--- src/rtl/regfile_mp.sv ---
// -----------------------------------------------------------------------------
// regfile_mp - parametrised multi-port integer register file
//
// Register 0 reads as zero and ignores writes. A clear sequencer zeroes
// registers 1..NREG-1 after reset or on request. While it runs, READY is low,
// writes are ignored and every read port returns zero. In RUN the file takes
// up to NWR writes per cycle. Port 1 wins a same-address collision. Reads
// are combinational. When BYPASS=1, a same-cycle write is forwarded to the
// read ports.
//
// Ports:
//   i_clk      clock, rising edge
//   i_rst_n    asynchronous active-low reset (restarts the clear sweep)
//   i_clr_req  level request for a full clear sweep
//   o_ready    high in RUN only
//   i_we       write enable per write port             [NWR]
//   i_waddr    write addresses, port k at [k*AW +: AW]   [NWR*AW]
//   i_wdata    write data, port k at [k*XLEN +: XLEN]    [NWR*XLEN]
//   i_raddr    read addresses, port r at [r*AW +: AW]    [NRD*AW]
//   o_rdata    read data, port r at [r*XLEN +: XLEN]     [NRD*XLEN]
// -----------------------------------------------------------------------------
module regfile_mp #(
    parameter int XLEN   = 32,
    parameter int NREG   = 32,
    parameter int NRD    = 2,
    parameter int NWR    = 1,
    parameter int BYPASS = 1,
    localparam int AW    = $clog2(NREG)
) (
    input  logic                 i_clk,
    input  logic                 i_rst_n,
    input  logic                 i_clr_req,
    output logic                 o_ready,
    input  logic [NWR-1:0]       i_we,
    input  logic [NWR*AW-1:0]    i_waddr,
    input  logic [NWR*XLEN-1:0]  i_wdata,
    input  logic [NRD*AW-1:0]    i_raddr,
    output logic [NRD*XLEN-1:0]  o_rdata
);

    typedef enum logic {
        ST_CLEAR = 1'b0,
        ST_RUN   = 1'b1
    } state_t;

    state_t             r_state;
    logic [AW-1:0]      r_sc;
    logic               r_ready;
    logic [XLEN-1:0]    r_regs [NREG];

    logic [AW-1:0]      w_waddr [NWR];
    logic [XLEN-1:0]    w_wdata [NWR];
    logic [AW-1:0]      w_raddr [NRD];

    // Split the flat write and read buses into one entry per port.
    genvar gi;
    generate
        for (gi = 0; gi < NWR; gi++) begin : g_wsplit
            assign w_waddr[gi] = i_waddr[gi*AW +: AW];
            assign w_wdata[gi] = i_wdata[gi*XLEN +: XLEN];
        end
        for (gi = 0; gi < NRD; gi++) begin : g_rsplit
            assign w_raddr[gi] = i_raddr[gi*AW +: AW];
        end
    endgenerate

    // Sequencer. The edge that zeroes register NREG-1 also moves the FSM to
    // RUN. A sweep therefore takes NREG-1 cycles, and READY is low for
    // exactly that long.
    always_ff @(posedge i_clk or negedge i_rst_n) begin
        if (!i_rst_n) begin
            r_state <= ST_CLEAR;
            r_sc    <= AW'(1);
            r_ready <= 1'b0;
        end else begin
            case (r_state)
                ST_CLEAR: begin
                    if (i_clr_req) begin
                        r_sc <= AW'(1);
                    end else if (r_sc == AW'(NREG - 1)) begin
                        r_state <= ST_RUN;
                        r_ready <= 1'b1;
                    end else begin
                        r_sc <= r_sc + AW'(1);
                    end
                end
                ST_RUN: begin
                    if (i_clr_req) begin
                        r_state <= ST_CLEAR;
                        r_sc    <= AW'(1);
                        r_ready <= 1'b0;
                    end
                end
                default: begin
                    r_state <= ST_CLEAR;
                    r_sc    <= AW'(1);
                    r_ready <= 1'b0;
                end
            endcase
        end
    end

    assign o_ready = r_ready;

    // Storage has no reset; the sweep zeroes it. Entry 0 is never written,
    // and the read path masks address 0. Write ports are applied in ascending
    // order, so port 1 overrides port 0 on a collision. A clear request seen
    // in RUN drops that cycle's writes.
    always_ff @(posedge i_clk) begin
        if (r_state == ST_CLEAR) begin
            r_regs[r_sc] <= '0;
        end else if (!i_clr_req) begin
            for (int k = 0; k < NWR; k++) begin
                if (i_we[k] && (w_waddr[k] != '0)) begin
                    r_regs[w_waddr[k]] <= w_wdata[k];
                end
            end
        end
    end

    // Read ports. They return zero during CLEAR and for address 0. Bypass
    // checks the write ports in ascending order, so port 1 is forwarded when
    // both ports match. The nonzero-address guard keeps x0 out of bypass.
    generate
        for (gi = 0; gi < NRD; gi++) begin : g_rd
            logic [XLEN-1:0] w_rd;
            always_comb begin
                w_rd = '0;
                if ((r_state == ST_RUN) && (w_raddr[gi] != '0)) begin
                    w_rd = r_regs[w_raddr[gi]];
                    if (BYPASS != 0) begin
                        for (int k = 0; k < NWR; k++) begin
                            if (i_we[k] && (w_waddr[k] == w_raddr[gi])) begin
                                w_rd = w_wdata[k];
                            end
                        end
                    end
                end
            end
            assign o_rdata[gi*XLEN +: XLEN] = w_rd;
        end
    endgenerate

endmodule

--- config.mk ---
export PLATFORM = sky130hd
export DESIGN_NAME = regfile_mp
export DESIGN_NICKNAME = d
export VERILOG_FILES = /design/src/rtl/regfile_mp.sv
export SDC_FILE = /design/constraint.sdc
export NUM_CORES = 1
export LEC_CHECK = 0
export CAP_MARGIN = 5
export CORE_UTILIZATION = 40
export CTS_BUF_LIST = sky130_fd_sc_hd__clkbuf_8
export CTS_CLUSTER_DIAMETER = 100
export DETAILED_ROUTE_END_ITERATION = 7
export GPL_TIMING_DRIVEN = 0
export HOLD_SLACK_MARGIN = 0.12
export PLACE_DENSITY = 0.58
export SYNTH_ARGS = -nofsm -noshare
export SYNTH_HDL_FRONTEND = slang
export SYNTH_SLANG_ARGS = --single-unit
--- constraint.sdc ---
create_clock -name i_clk -period 3 [get_ports i_clk]
set_input_delay 0.45 -clock i_clk [delete_from_list [all_inputs] [get_ports i_clk]]
set_output_delay 0.45 -clock i_clk [all_outputs]
set_load 0.02 [all_outputs]
== Word-level counts from Yosys, hierarchy flattened ==
Memories as Yosys holds them, arrays and structs flattened.
Index checks and enable logic that the tools add are counted.
Storage, ports and cells
  bits in registers: 7
  word-level logic and storage cells: 48
  bits in writable memories: 1024
  memories: 1
Memories
  r_regs: words 32, width 32, read ports 2, clocked after Yosys merged registers in 0, wr ports 1, RTL line 49  | logic [XLEN-1:0] r_regs [NREG];
Operators by class
  reduce and logical (&&, ||, !) cells: 11
  eq/ne operators: 7
  bitwise gates (word level): 1
  muxes and demuxes: 24
  add/sub/neg operators: 1
Operator list (count)
  two-way mux 32 bit: 5
  OR reduction 32 bit: 1
  two-way mux 5 bit: 4
  nonzero test 5 bit: 3
  two-way mux 1 bit: 12
  equality test 5 bit: 2
  case mux 5 bit (2 select lines): 1
  != test 2 bit, second input constant: 3
  adder 5 x 1 -> 5 bit, second input constant: 1
  equality test 5 bit, second input constant: 1
  logical AND 1 bit: 5
  case mux 1 bit (2 select lines): 2
  != test 3 bit, second input constant: 1
  AND reduction 3 bit: 1
  AND reduction 2 bit: 1
  NOT 1 bit: 1

== Logic depth before layout (Yosys ltp) ==
  depth after elaboration: 8
  depth in mapped cells: 9
  depth with buffers taken out: 7

== Least setup slack after synthesis ==
OpenSTA, ideal clock, no wires.
  kind: input-to-reg
  start: in i_waddr[0]
  end: mem r_regs[25][0] (enable)
  setup time: 0.421 ns
  required time: 2.579 ns
  cell stages on the path: 6
  buffers on the path: 1
  setup slack: -0.552 ns
  arrival: 3.131 ns
  cells stage by stage: or3_1 o311a_1 buf_2 o31ai_2 nand2_1 nor2_1
On the way
  word-level cells in the longest chain between the ends: 8
Ends and longest elaborated chain
  start: declaration: RTL line 35  | input logic [NWR*AW-1:0] i_waddr,
  nonzero test 5 bit: RTL line 114  | if (i_we[k] && (w_waddr[k] != '0)) begin
  logical AND 1 bit: RTL line 114
  two-way mux 1 bit: RTL line 114
  two-way mux 1 bit: RTL line 112  | end else if (!i_clr_req) begin
  two-way mux 1 bit: RTL line 110  | if (r_state == ST_CLEAR) begin
  two-way mux 1 bit (not written as such): RTL line 115  | r_regs[w_waddr[k]] <= w_wdata[k];
  OR reduction 32 bit (no line)
  two-way mux 5 bit (no line) or two-way mux 1 bit (tied branches)
  end: declaration: RTL line 49
Several ways; a longest one is shown, not always the timed one.

== Worst setup path after layout ==
  start: in i_raddr[9]
  end: out o_rdata[43]
On the way
  word-level cells in the longest chain between the ends: 4
Ends and longest elaborated chain
  start: declaration: RTL line 37  | input logic [NRD*AW-1:0] i_raddr,
  parallel branches: the longest is 3 deep, another holds memory (32 x 32 bit)
  two-way mux 32 bit (*): RTL line 129  | if ((r_state == ST_RUN) && (w_raddr[gi] != '0)) begin
  end: declaration: RTL line 38  | output logic [NRD*XLEN-1:0] o_rdata
Mark *: on every way between the ends.

==> flow_summary.json <==
{
  "dominantRegCellSynth": "edfxtp_1",
  "design.die.area_mm2": 0.123,
  "start_util": 0.405,
  "synth_top_family_by_area": "multiplexers",
  "antenna_found_initial": 3,
  "rsz0062_at_grt": "true",
  "synth.avg_cell_area_um2": 17.6,
  "synth_compound_area_frac": 0.0805,
  "violations": "setup timing",
  "first_global_vias": 33100,
  "synth-seq-cells": 1031,
  "period_share": 1.10,
  "cts_buffers": 174,
  "clkTransAtPathRegs_ps": 60,
  "pre_cts_ws_ps": -2370,
  "synth-seq-area-share": 0.634,
  "syn_to_final_growth_pct": 21.7,
  "critPathKind": "input port to primary output",
  "worst_pin_slew_ps": 1140,
  "synth_edf_count": 1024,
  "p_per_area_mw_per_mm2": 528,
  "slew_headroom": 0.239,
  "crit_buf_inv": 3,
  "yosysWarnings": 0,
  "drc": 0,
  "min_path_type": "input port to asynchronous set/reset pin",
  "crit_family": "buffers and inverters",
  "final_nets": 3202,
  "grt_max_degree": 33,
  "synth_nets": 2827,
  "cts_buffer_depth": 3,
  "ios": 116,
  "p_leak_nw": 19.4,
  "ant_nets": 0,
  "routed_wl_mm": 181,
  "wl_per_cell_um": 37.0,
  "start_kind": "input port",
  "ys_types": 51,
  "synth-simple-area-share": 0.0280,
  "synth-adder-area-share": 0.000513,
  "crit_chain": "buf_2 > buf_1 > a221oi_1 > a22oi_2 > o21ai_4 > a221o_2 > buf_6",
  "die_h_um": 351,
  "clkLatencyLatePin_ps": 890,
  "period_minus_slack_ps": 3300,
  "drtIter0Drc": 4888,
  "synthCells": 2774,
  "clock.fmax_ghz": 0.303,
  "root_buffer": "clkbuf_8",
  "final.setup.worst_slack_ps": -299,
  "cp_slowest_cell": "buf_1",
  "layout_commonest_cell": "edfxtp_1",
  "max_cap_viol_count": 0,
  "worst_ep_arrival_time_ps": 2850,
  "run_status": "complete, but fails checks",
  "dr.pass1.iters": 6,
  "via_per_inst": 6.69,
  "async_flop_share": 0.00679,
  "required_ps": 2550,
  "rows": 127,
  "critPathMaxStageDelay_ps": 760,
  "layout_common_cells": "edfxtp_1 (1024), mux4_2 (355), mux2i_1 (256)",
  "core-area_mm2": 0.120,
  "vias": 32800,
  "dpl.cell_count": 4523,
  "synthMuxAreaShare": 0.231,
  "finalHoldViolCount": 0,
  "skew_ps": 36.8,
  "grt_usage": 0.293,
  "tritoncts": "done",
  "cts_sinks": 1031,
  "dp_hpwl_mm": 120,
  "drv_slew": 0,
  "clock_tree.htree_level_count": 4,
  "grt_overflow": 0,
  "endpoint_kind": "primary output",
  "final_util": 0.493,
  "syn_area_mm2": 0.0488,
  "hold_slack_ps": 394,
  "crit_fanout": 10,
  "synth-xor-area-share": 0.00233,
  "gp_congestion": 0.929,
  "fin_cells": 4902,
  "dieWidth_um": 351,
  "placement.io_buffers": 104,
  "drive_gt1_frac": 0.407,
  "vdd_drop_max_mv": 0.510,
  "grt_pass1_wl_mm": 250,
  "setup_viol": 64
}
power by group:
| group | switching, mW | internal [mW] |
|---|---|---|
| logic | 1.96 | 1.21 |
| clock network | 5.93 | 6.21 |
| registers | 0.108 | 15.9 |
cell usage after synthesis, drive strengths merged, types with 2 or more instances:
library cell,number,share of area
edfxtp,1024,0.63
mux4,355,0.16
mux2i,257,0.053
a221oi,126,0.023
clkbuf,125,0.0096
buf,108,0.013
nor2,108,0.0084
o21ai,102,0.010
a22oi,95,0.015
a221o,62,0.013
mux2,62,0.014
nand2,49,0.0038
a31oi,35,0.0046
a21oi,34,0.0035
nand2b,34,0.0044
nand3,34,0.0035
and2,32,0.0041
o221ai,31,0.0056
o211ai,30,0.0046
inv,9,0.00069
xnor2,9,0.0016
dfrtp,6,0.0031
nor2b,6,0.00077
nand4,5,0.00064
nor3,5,0.00051
nor3b,4,0.00062
nor4,4,0.00051
xor2,4,0.00072
and3,2,0.00026
ha,2,0.00051
nand4b,2,0.00036
o311ai,2,0.00036
state kept, by name (all words and copies together), names as in the netlist:
register and count:
o_ready 1, r_regs 1024, r_sc 5, r_state 1
timing repair:
action,CTS,global route
gates resized for setup,1028,104
hold endpoints to repair,14,0
setup buffers,17,42
hold buffers,2,0
pin swaps,126,67
gates cloned,1,0
setup endpoints to repair,1625,692
cells by family (layout without fill, tap and decap cells):
| logic type | count (synthesis) | after routing |
|---|---|---|
| flip-flops | 1031 | 1031 |
| multiplexers | 674 | 674 |
| AO/OA/AOI/OAI | 524 | 524 |
| AND/OR/NAND/NOR | 287 | 287 |
| buffers and inverters | 243 | 754 |
| XOR/XNOR | 13 | 13 |
| adder cells (fa/ha/maj) | 2 | 2 |
| other | 0 | 5 |
worst register-to-register path: stages, from the launching register on:
cell and delay, ps:
dfrtp_2 460, o311a_1 240, buf_2 280, o21ai_1 230
nand2_1 270, nor2_4 770, buf_12 300
stage by stage:
| step | TNS [ps] | instance area [um^2] | total power, mW |
|---|---|---|---|
| finish | -9410 | 59300 | 31.3 |
| global route | -11070 | 59300 | 32.0 |
| CTS | -9670 | 58600 | 31.1 |
| detailed placement | -2235220 | 52700 | 18.9 |
| global placement | -4005160 | 51900 | 18.8 |
| floorplan | -374790 | 48800 | 17.8 |
path summary, 6_finish.rpt:
| path | from | endpoint | slack (ps) | depth (start not counted) |
|---|---|---|---|---|
| max | i_raddr[9] | o_rdata[43] | -300 | 7 |
| min | i_rst_n | r_state | 390 | 2 |
| max reg2reg | r_state | r_regs[14][15] | 100 | 6 |
| min reg2reg | o_ready | o_ready | 550 | 1 |
| max in group asynchronous | i_rst_n | r_sc[0] | 2310 | 2 |
| min in group i_clk | i_clr_req | r_state | 530 | 3 |
metal layers:
| layer | vias to the layer above | share of wire | global-route usage |
|---|---|---|---|
| met5 | - | 0.000072 | 0 |
| met4 | 2 | 0.047 | 0.134 |
| met3 | 530 | 0.12 | 0.0853 |
| met2 | 2331 | 0.47 | 0.463 |
| met1 | 17300 | 0.37 | 0.373 |
| li1 | 12700 | - | - |
final cells by class:
class | instances | area (um^2)
Inverter | 10 | 42.5
Buffer | 233 | 2080
Tap cell | 1612 | 2020
Fill cell | 10100 | 61100
Sequential cell | 1031 | 30900
Timing Repair Buffer | 199 | 2340
Clock buffer | 183 | 2520
Clock inverter | 129 | 712
Antenna cell | 5 | 12.5
Multi-Input combinational cell | 1500 | 18700
(Power assumes the default switching activity.)
